## config.mk

```make
export PLATFORM = sky130hd
export DESIGN_NAME = pipe_hazard_ctrl
export DESIGN_NICKNAME = d
export VERILOG_FILES = /design/src/rtl/pipe_hazard_ctrl.sv
export SDC_FILE = /design/constraint.sdc
export NUM_CORES = 1
export LEC_CHECK = 0
export BUFFER_PORTS_ARGS = -buffer_cell sky130_fd_sc_hd__buf_2
export CORE_UTILIZATION = 40
export CTS_BUF_LIST = sky130_fd_sc_hd__clkbuf_4
export CTS_CLUSTER_DIAMETER = 50
export DETAILED_ROUTE_END_ITERATION = 7
export PLACE_DENSITY_LB_ADDON = 0.3
export SLEW_MARGIN = 20
export SYNTH_ARGS = -nofsm -noshare
export SYNTH_HDL_FRONTEND = slang
export SYNTH_SLANG_ARGS = --single-unit
export TNS_END_PERCENT = 100
```

## constraint.sdc

```tcl
create_clock -name clk -period 2.2 [get_ports clk]
set_clock_uncertainty 0.2 [all_clocks]
set_input_delay 0.44 -clock clk [delete_from_list [all_inputs] [get_ports clk]]
set_output_delay 0.44 -clock clk [all_outputs]
set_load 0.02 [all_outputs]
```

## src/rtl/pipe_hazard_ctrl.sv

```systemverilog
// pipe_hazard_ctrl
// Hazard and forwarding controller for a five-stage pipeline
// (fetch, decode, execute, memory, write-back). It sits beside decode.
//
// The controller keeps a scoreboard of in-flight destination registers,
// with one entry per stage beyond decode. Entry 0 is EX and entry
// DEPTH-1 is WB. From that scoreboard it drives the forwarding selects
// for both ALU operands. It stalls on load-use hazards, flushes on a
// taken branch, and freezes when the memory side is busy.
//
// Ports
//   clk, reset                 rising-edge clock, async active-high reset
//   id_valid                   decode holds a valid instruction
//   id_src1/2, id_src1/2_used  source registers and their use flags
//   id_dst, id_wr, id_is_load  destination, write enable, load flag
//   ex_branch_taken            branch in EX resolved taken
//   stall_ext                  memory busy, freeze whole pipeline
//   stall_fd                   hold PC and FD register
//   bubble_de                  load NOP into DE register
//   flush_fd, flush_de         clear FD / DE register
//   fwd_sel1/2                 0 = register file, k+1 = scoreboard entry k
//   stall_cnt                  saturating count of load-use stall cycles
module pipe_hazard_ctrl #(
   parameter int REG_AW     = 3,
   parameter int DEPTH      = 3,
   parameter int LOAD_STAGE = 1,
   parameter int SEL_W      = 2,
   parameter int CNT_W      = 16
) (
   input  logic              clk,
   input  logic              reset,
   input  logic              id_valid,
   input  logic [REG_AW-1:0] id_src1,
   input  logic              id_src1_used,
   input  logic [REG_AW-1:0] id_src2,
   input  logic              id_src2_used,
   input  logic [REG_AW-1:0] id_dst,
   input  logic              id_wr,
   input  logic              id_is_load,
   input  logic              ex_branch_taken,
   input  logic              stall_ext,
   output logic              stall_fd,
   output logic              bubble_de,
   output logic              flush_fd,
   output logic              flush_de,
   output logic [SEL_W-1:0]  fwd_sel1,
   output logic [SEL_W-1:0]  fwd_sel2,
   output logic [CNT_W-1:0]  stall_cnt
);

   logic [DEPTH-1:0]  r_v;
   logic [DEPTH-1:0]  r_ld;
   logic [REG_AW-1:0] r_dst [DEPTH];
   logic [CNT_W-1:0]  r_stall_cnt;

   logic [DEPTH-1:0]  w_match1;
   logic [DEPTH-1:0]  w_match2;
   logic [SEL_W-1:0]  w_sel1;
   logic [SEL_W-1:0]  w_sel2;
   logic              w_lu;
   logic              w_lu_stall;

   always_comb begin
      w_match1 = '0;
      w_match2 = '0;
      for (int k = 0; k < DEPTH; k++) begin
         w_match1[k] = r_v[k] & (r_dst[k] == id_src1) & id_src1_used & id_valid;
         w_match2[k] = r_v[k] & (r_dst[k] == id_src2) & id_src2_used & id_valid;
      end
   end

   // Scan from the oldest entry down so that the youngest producer
   // (smallest index) is the last one written and therefore wins.
   always_comb begin
      w_sel1 = '0;
      w_sel2 = '0;
      for (int k = DEPTH - 1; k >= 0; k--) begin
         if (w_match1[k]) w_sel1 = SEL_W'(k + 1);
         if (w_match2[k]) w_sel2 = SEL_W'(k + 1);
      end
   end

   // A load whose data is not yet forwardable blocks the consumer.
   // The stall ends on its own: the inserted bubble moves the load
   // one entry further down each cycle.
   always_comb begin
      w_lu = 1'b0;
      for (int k = 0; k < LOAD_STAGE && k < DEPTH; k++) begin
         if ((w_match1[k] | w_match2[k]) & r_ld[k]) w_lu = 1'b1;
      end
   end

   assign w_lu_stall = w_lu & ~stall_ext & ~ex_branch_taken;

   always_ff @(posedge clk or posedge reset) begin
      if (reset) begin
         r_v         <= '0;
         r_ld        <= '0;
         r_stall_cnt <= '0;
         for (int k = 0; k < DEPTH; k++) r_dst[k] <= '0;
      end else if (!stall_ext) begin
         for (int k = 1; k < DEPTH; k++) begin
            r_v[k]   <= r_v[k-1];
            r_ld[k]  <= r_ld[k-1];
            r_dst[k] <= r_dst[k-1];
         end
         r_v[0]   <= id_valid & id_wr & ~w_lu & ~ex_branch_taken;
         r_ld[0]  <= id_is_load;
         r_dst[0] <= id_dst;
         if (w_lu_stall && (r_stall_cnt != {CNT_W{1'b1}}))
            r_stall_cnt <= r_stall_cnt + 1'b1;
      end
   end

   // Reset masks every output directly, so the outputs drop even while
   // stall_ext or a branch is still being presented.
   assign stall_fd  = ~reset & (stall_ext | w_lu_stall);
   assign bubble_de = ~reset & w_lu_stall;
   assign flush_fd  = ~reset & ~stall_ext & ex_branch_taken;
   assign flush_de  = ~reset & ~stall_ext & ex_branch_taken;
   assign fwd_sel1  = reset ? '0 : w_sel1;
   assign fwd_sel2  = reset ? '0 : w_sel2;
   assign stall_cnt = r_stall_cnt;

endmodule

```

Yosys cells after proc, flatten, opt, wreduce, memory -nomap -nowiden
Cells that the tools add are included. Widths: inputs -> output; s select.

Bits in registers: 29. Input bits: 18. Output and inout port bits: 24. Word-level logic and storage cells: 59.

Add/subtract/negate cells: 1. Eq/ne operators: 7. Mux-type cells: 9. Bitwise gates (word level): 34. Reductions and logical operators: 2.

Operators with widths (count): $and 1x1->1 (28); $eq 3x3->1 (6); $add 16x1->16 const B (1); $mux 2 (8); $ne 16x16->1 const B (1); $not 1->1 (4); $or 1x1->1 (2); $reduce_and 2->1 (1); $logic_and 1x1->1 (1); $mux 1 (1).

Longest topological paths before layout
Depth after elaboration: 11. Depth in mapped cells: 6. Mapped depth without buffers: 6.

Worst setup path after synthesis
Ideal clock, no wire load.

Path kind: in2out. Start point: in id_src2[2]. End point: out fwd_sel2[1]. Arrival: 1.707 ns. Required time: 1.560 ns. Path slack: -0.147 ns. Stages: 4. Path buffers: 0. Cell sequence: xor2_1 -> or4_1 -> nor2b_1 -> nor3_1.

Word-level cells in the longest chain between the ends: 8. Elaborated cells between the ends (all ways): 16. Classes of those cells: eq/ne (3); mux (4); bitwise (9).

RTL lines: start, declared (line 35) `input logic [REG_AW-1:0] id_src2,`; $eq 3x3->1 (line 68) `w_match2[k] = r_v[k] & (r_dst[k] == id_src2) & id_src2_used & id_valid;`; $and 1x1->1 (3 in series) (line 68); $mux 2 (2 in series) (line 79) `if (w_match2[k]) w_sel2 = SEL_W'(k + 1);`; $mux 2 * (line 79); $mux 2 * (line 122) `assign fwd_sel2 = reset ? '0 : w_sel2;`; end, declared (line 47) `output logic [SEL_W-1:0] fwd_sel2,`.

Mark *: on every way between the ends. The rest lies on a longest branch, timed or not.

Worst setup path after layout
Start point: reg r_dst[3] in the netlist's numbering. End point: out fwd_sel2[1].

Word-level cells in the longest chain between the ends: 7.

RTL lines: start, declared (line 53) `logic [REG_AW-1:0] r_dst [DEPTH];`; start signal, assigned by index (line 105) `r_dst[k] <= r_dst[k-1];`; $eq 3x3->1 (line 68); $and 1x1->1 (3 in series) (line 68); $mux 2 (2 in series) (line 79); $mux 2 (line 122).

No other way between the ends.

==> summary.txt <==
Peak supply drop - 0.297 mV
Max_cap viols - 0
Hold Fails Final Rpt - 0
Hold-fix buffers, CTS - 0
Fin crit period - 2.53 ns
Vias per cell - 5.17
Clock Latency Late Sink - 0.33 ns
Clock Path Buffers - 2
Hold Crit Class - in2async
P&R area growth vs syn - 32.1%
Share of the synthesized area in the top cell type - 0.435
DRT Wirelength - 3.86 mm
Netlist cell types - 34
DP Worst Slack - -0.143 ns
IO Pins - 42
CP Launch Type - flip-flop
Via count - 1370
Maximum fanout along the worst path - 3
CP top delay family - simple AND/OR/NAND/NOR gates
Layout cells sized above 1 - 0.502
Crit path kind - reg2out
First-pass GRT wire length - 6.49 mm
Post-Syn Area - 0.00167 mm2
Antenna viol nets, final - 0
Initial Util - 0.417
Num CTS Buffers - 5
Worst setup margin - -0.325 ns
Die height - 66.6 um
PD cells - 508 mW/mm2
DRT iter0 DRCs - 67
Actual slew at the worst max-slew pin - 0.369 ns
Ranking of synthesized cells by area - dfrtp_1 (44%), xor2_1 (10%), mux2_2 (8.1%)
# rows - 23
Rel. slew slack - 0.752
Root Buffer - clkbuf_4
CTS tree - yes
Max Transition Viols Final - 0
Worst-path clk slew - 0.09 ns
Crit-path slowest cell - or4_1
Mean area per synthesized cell - 11.1 um2
Commonest non-fill, non-tap cell in the layout - buf_2
Max layer used - met4
Vias in the first global route - 1411
CP endpoint kind - primary output
# diodes - 0
Layout Utilization - 0.551
RSZ-0062 raised after global routing - yes
Routability congestion estimate from global placement - 0.940
H-tree Lvls - 2
Static leakage - 1.04 nW
Cells after Synth - 150
Avg WL per Cell - 14.6 um
Violated checks - negative setup slack
Commonest cells after routing, fill and taps aside - buf_2 (35), dfrtp_1 (27), buf_4 (25)
Status - finished with violations
Max incr delay on CP - 0.52 ns
Number of I/O port buffers - 41
WP data required - 1.56 ns
Detailed Place HPWL - 2.77 mm
Post-route DRC violation count - 0
Reg2reg setup slack - 0.08 ns
Max Fclk - 396 MHz
DRT Pass-1 Iters - 6
Die width - 66.6 um
Signal arrival time at the worst endpoint - 1.89 ns
Critical Path, Cell by Cell - xor2_1 > or4_1 > nor2b_1 > nor3_2 > buf_4
Routed wl met3 - 183 um
Yosys reg bits - 29
Die area - 0.00443 mm2
Final setup violation count - 6
Synth Warn # - 0
Sink Count - 29
Wire length on met2 - 1.94 mm
Top cell type by total area after synthesis - dfrtp_1
Core Area - 0.00400 mm2
GR Util All Layers - 0.200
# nets final - 234
Wl on met1 - 1.68 mm
Initial antenna violation count - 0
Largest net degree at the start of global routing - 30
Syn Nets - 169
CP bufs+invs - 1
Grt total ovfl - 0
Period utilisation layout - 1.15
Sequential fraction of the synthesis area - 0.435
-- cells in the mapped netlist --
cell type / count
buf_6: 2
nand2_2: 2
o21ba_4: 1
nand4_2: 2
nor2b_1: 2
clkbuf_1: 1
nor4_4: 2
mux2_4: 1
nand2_1: 4
o211a_2: 1
xnor2_1: 14
and2_1: 2
or3b_4: 1
o21ai_0: 1
nand3_1: 18
nand4_1: 2
buf_4: 1
nand3_2: 2
or4_1: 2
xor2_1: 19
and3_1: 3
or3_1: 1
nor3_2: 2
dfrtp_1: 29
nor3b_1: 1
inv_1: 2
mux2_2: 12
a21oi_1: 4
ha_1: 1
nor3_1: 3
nor2_1: 8
nor4_1: 2
and4_1: 1
a22o_1: 1
-- metal layers --
layer,up-vias,track usage
li1,655,-
met5,-,0
met3,7,0.0479
met1,667,0.245
met4,0,0.0771
met2,41,0.336
-- area by class of cell --
| cell class | instances | area, um2 |
|---|---|---|
| fill | 375 | 1800 |
| multi-input combinational | 115 | 970 |
| sequential | 29 | 728 |
| timing repair buffer | 62 | 385 |
| tap | 50 | 62.6 |
| clock buffer | 6 | 45.0 |
| inverter | 2 | 7.51 |
| clock inverter | 1 | 3.75 |
-- metrics by stage --
stage | cells | TNS, ns | area, um2 | hold WS (ns) | power (W)
floorplan | 150 | -0.108 | 1680 | 0.287 | 0.000714
global placement | 249 | -0.193 | 2000 | 0.286 | 0.000777
detailed placement | 249 | -0.411 | 2000 | 0.294 | 0.000783
CTS | 259 | -1.43 | 2150 | 0.0903 | 0.00112
global route | 265 | -1.98 | 2200 | 0.125 | 0.00119
finish | 265 | -1.46 | 2200 | 0.0846 | 0.00112
-- path summary, 6_finish.rpt --
kind,end,startpoint,cells past startpoint
setup / recovery,fwd_sel2[1],r_dst[3]$_DFFE_PP0N_,5
hold / removal,stall_cnt[0]$_DFFE_PP0P_,reset,3
setup reg to reg,stall_cnt[1]$_DFFE_PP0P_,r_dst[6]$_DFFE_PP0N_,7
hold reg to reg,stall_cnt[12]$_DFFE_PP0P_,stall_cnt[12]$_DFFE_PP0P_,1
max in group asynchronous,r_dst[8]$_DFFE_PP0N_,reset,3
min in group clk,r_dst[7]$_DFFE_PP0N_,id_dst[1],2
-- state kept, by name, summed over array words and instances (netlist names) --
signal	flops
r_v	3
r_ld	1
stall_cnt	16
r_dst	9
-- cells by family (layout without fill, tap and decap cells) --
kind of cell	after synthesis	after routing	share of synthesized area
buffers and inverters	6	71	0.0248
muxes	13	13	0.0901
adders and majority gates	1	1	0.00751
AOI/OAI and AO/OA	8	8	0.0360
xor gates and xnor gates	33	33	0.173
DFF	29	29	0.435
and+or+nand+nor	60	60	0.233
-- worst min-delay path, delay by kind of cell --
kind,cells,cell delay [ns]
buf+inv,3,0.58
-- report_power, final --
part	leakage [nW]	switching (W)	internal, W
sequential	0.379	0.0000373	0.000566
combinational	0.632	0.000103	0.000107
clock	0.0292	0.000177	0.000128
-- repair_timing --
action | 4_1_cts | 5_1_grt
gates cloned | 0 | 0
endpoints found under the setup margin | 6 | 6
pin swaps | 10 | 4
gates resized for setup | 18 | 3
setup buffers | 3 | 6
Power figures use the tool's default switching activity.
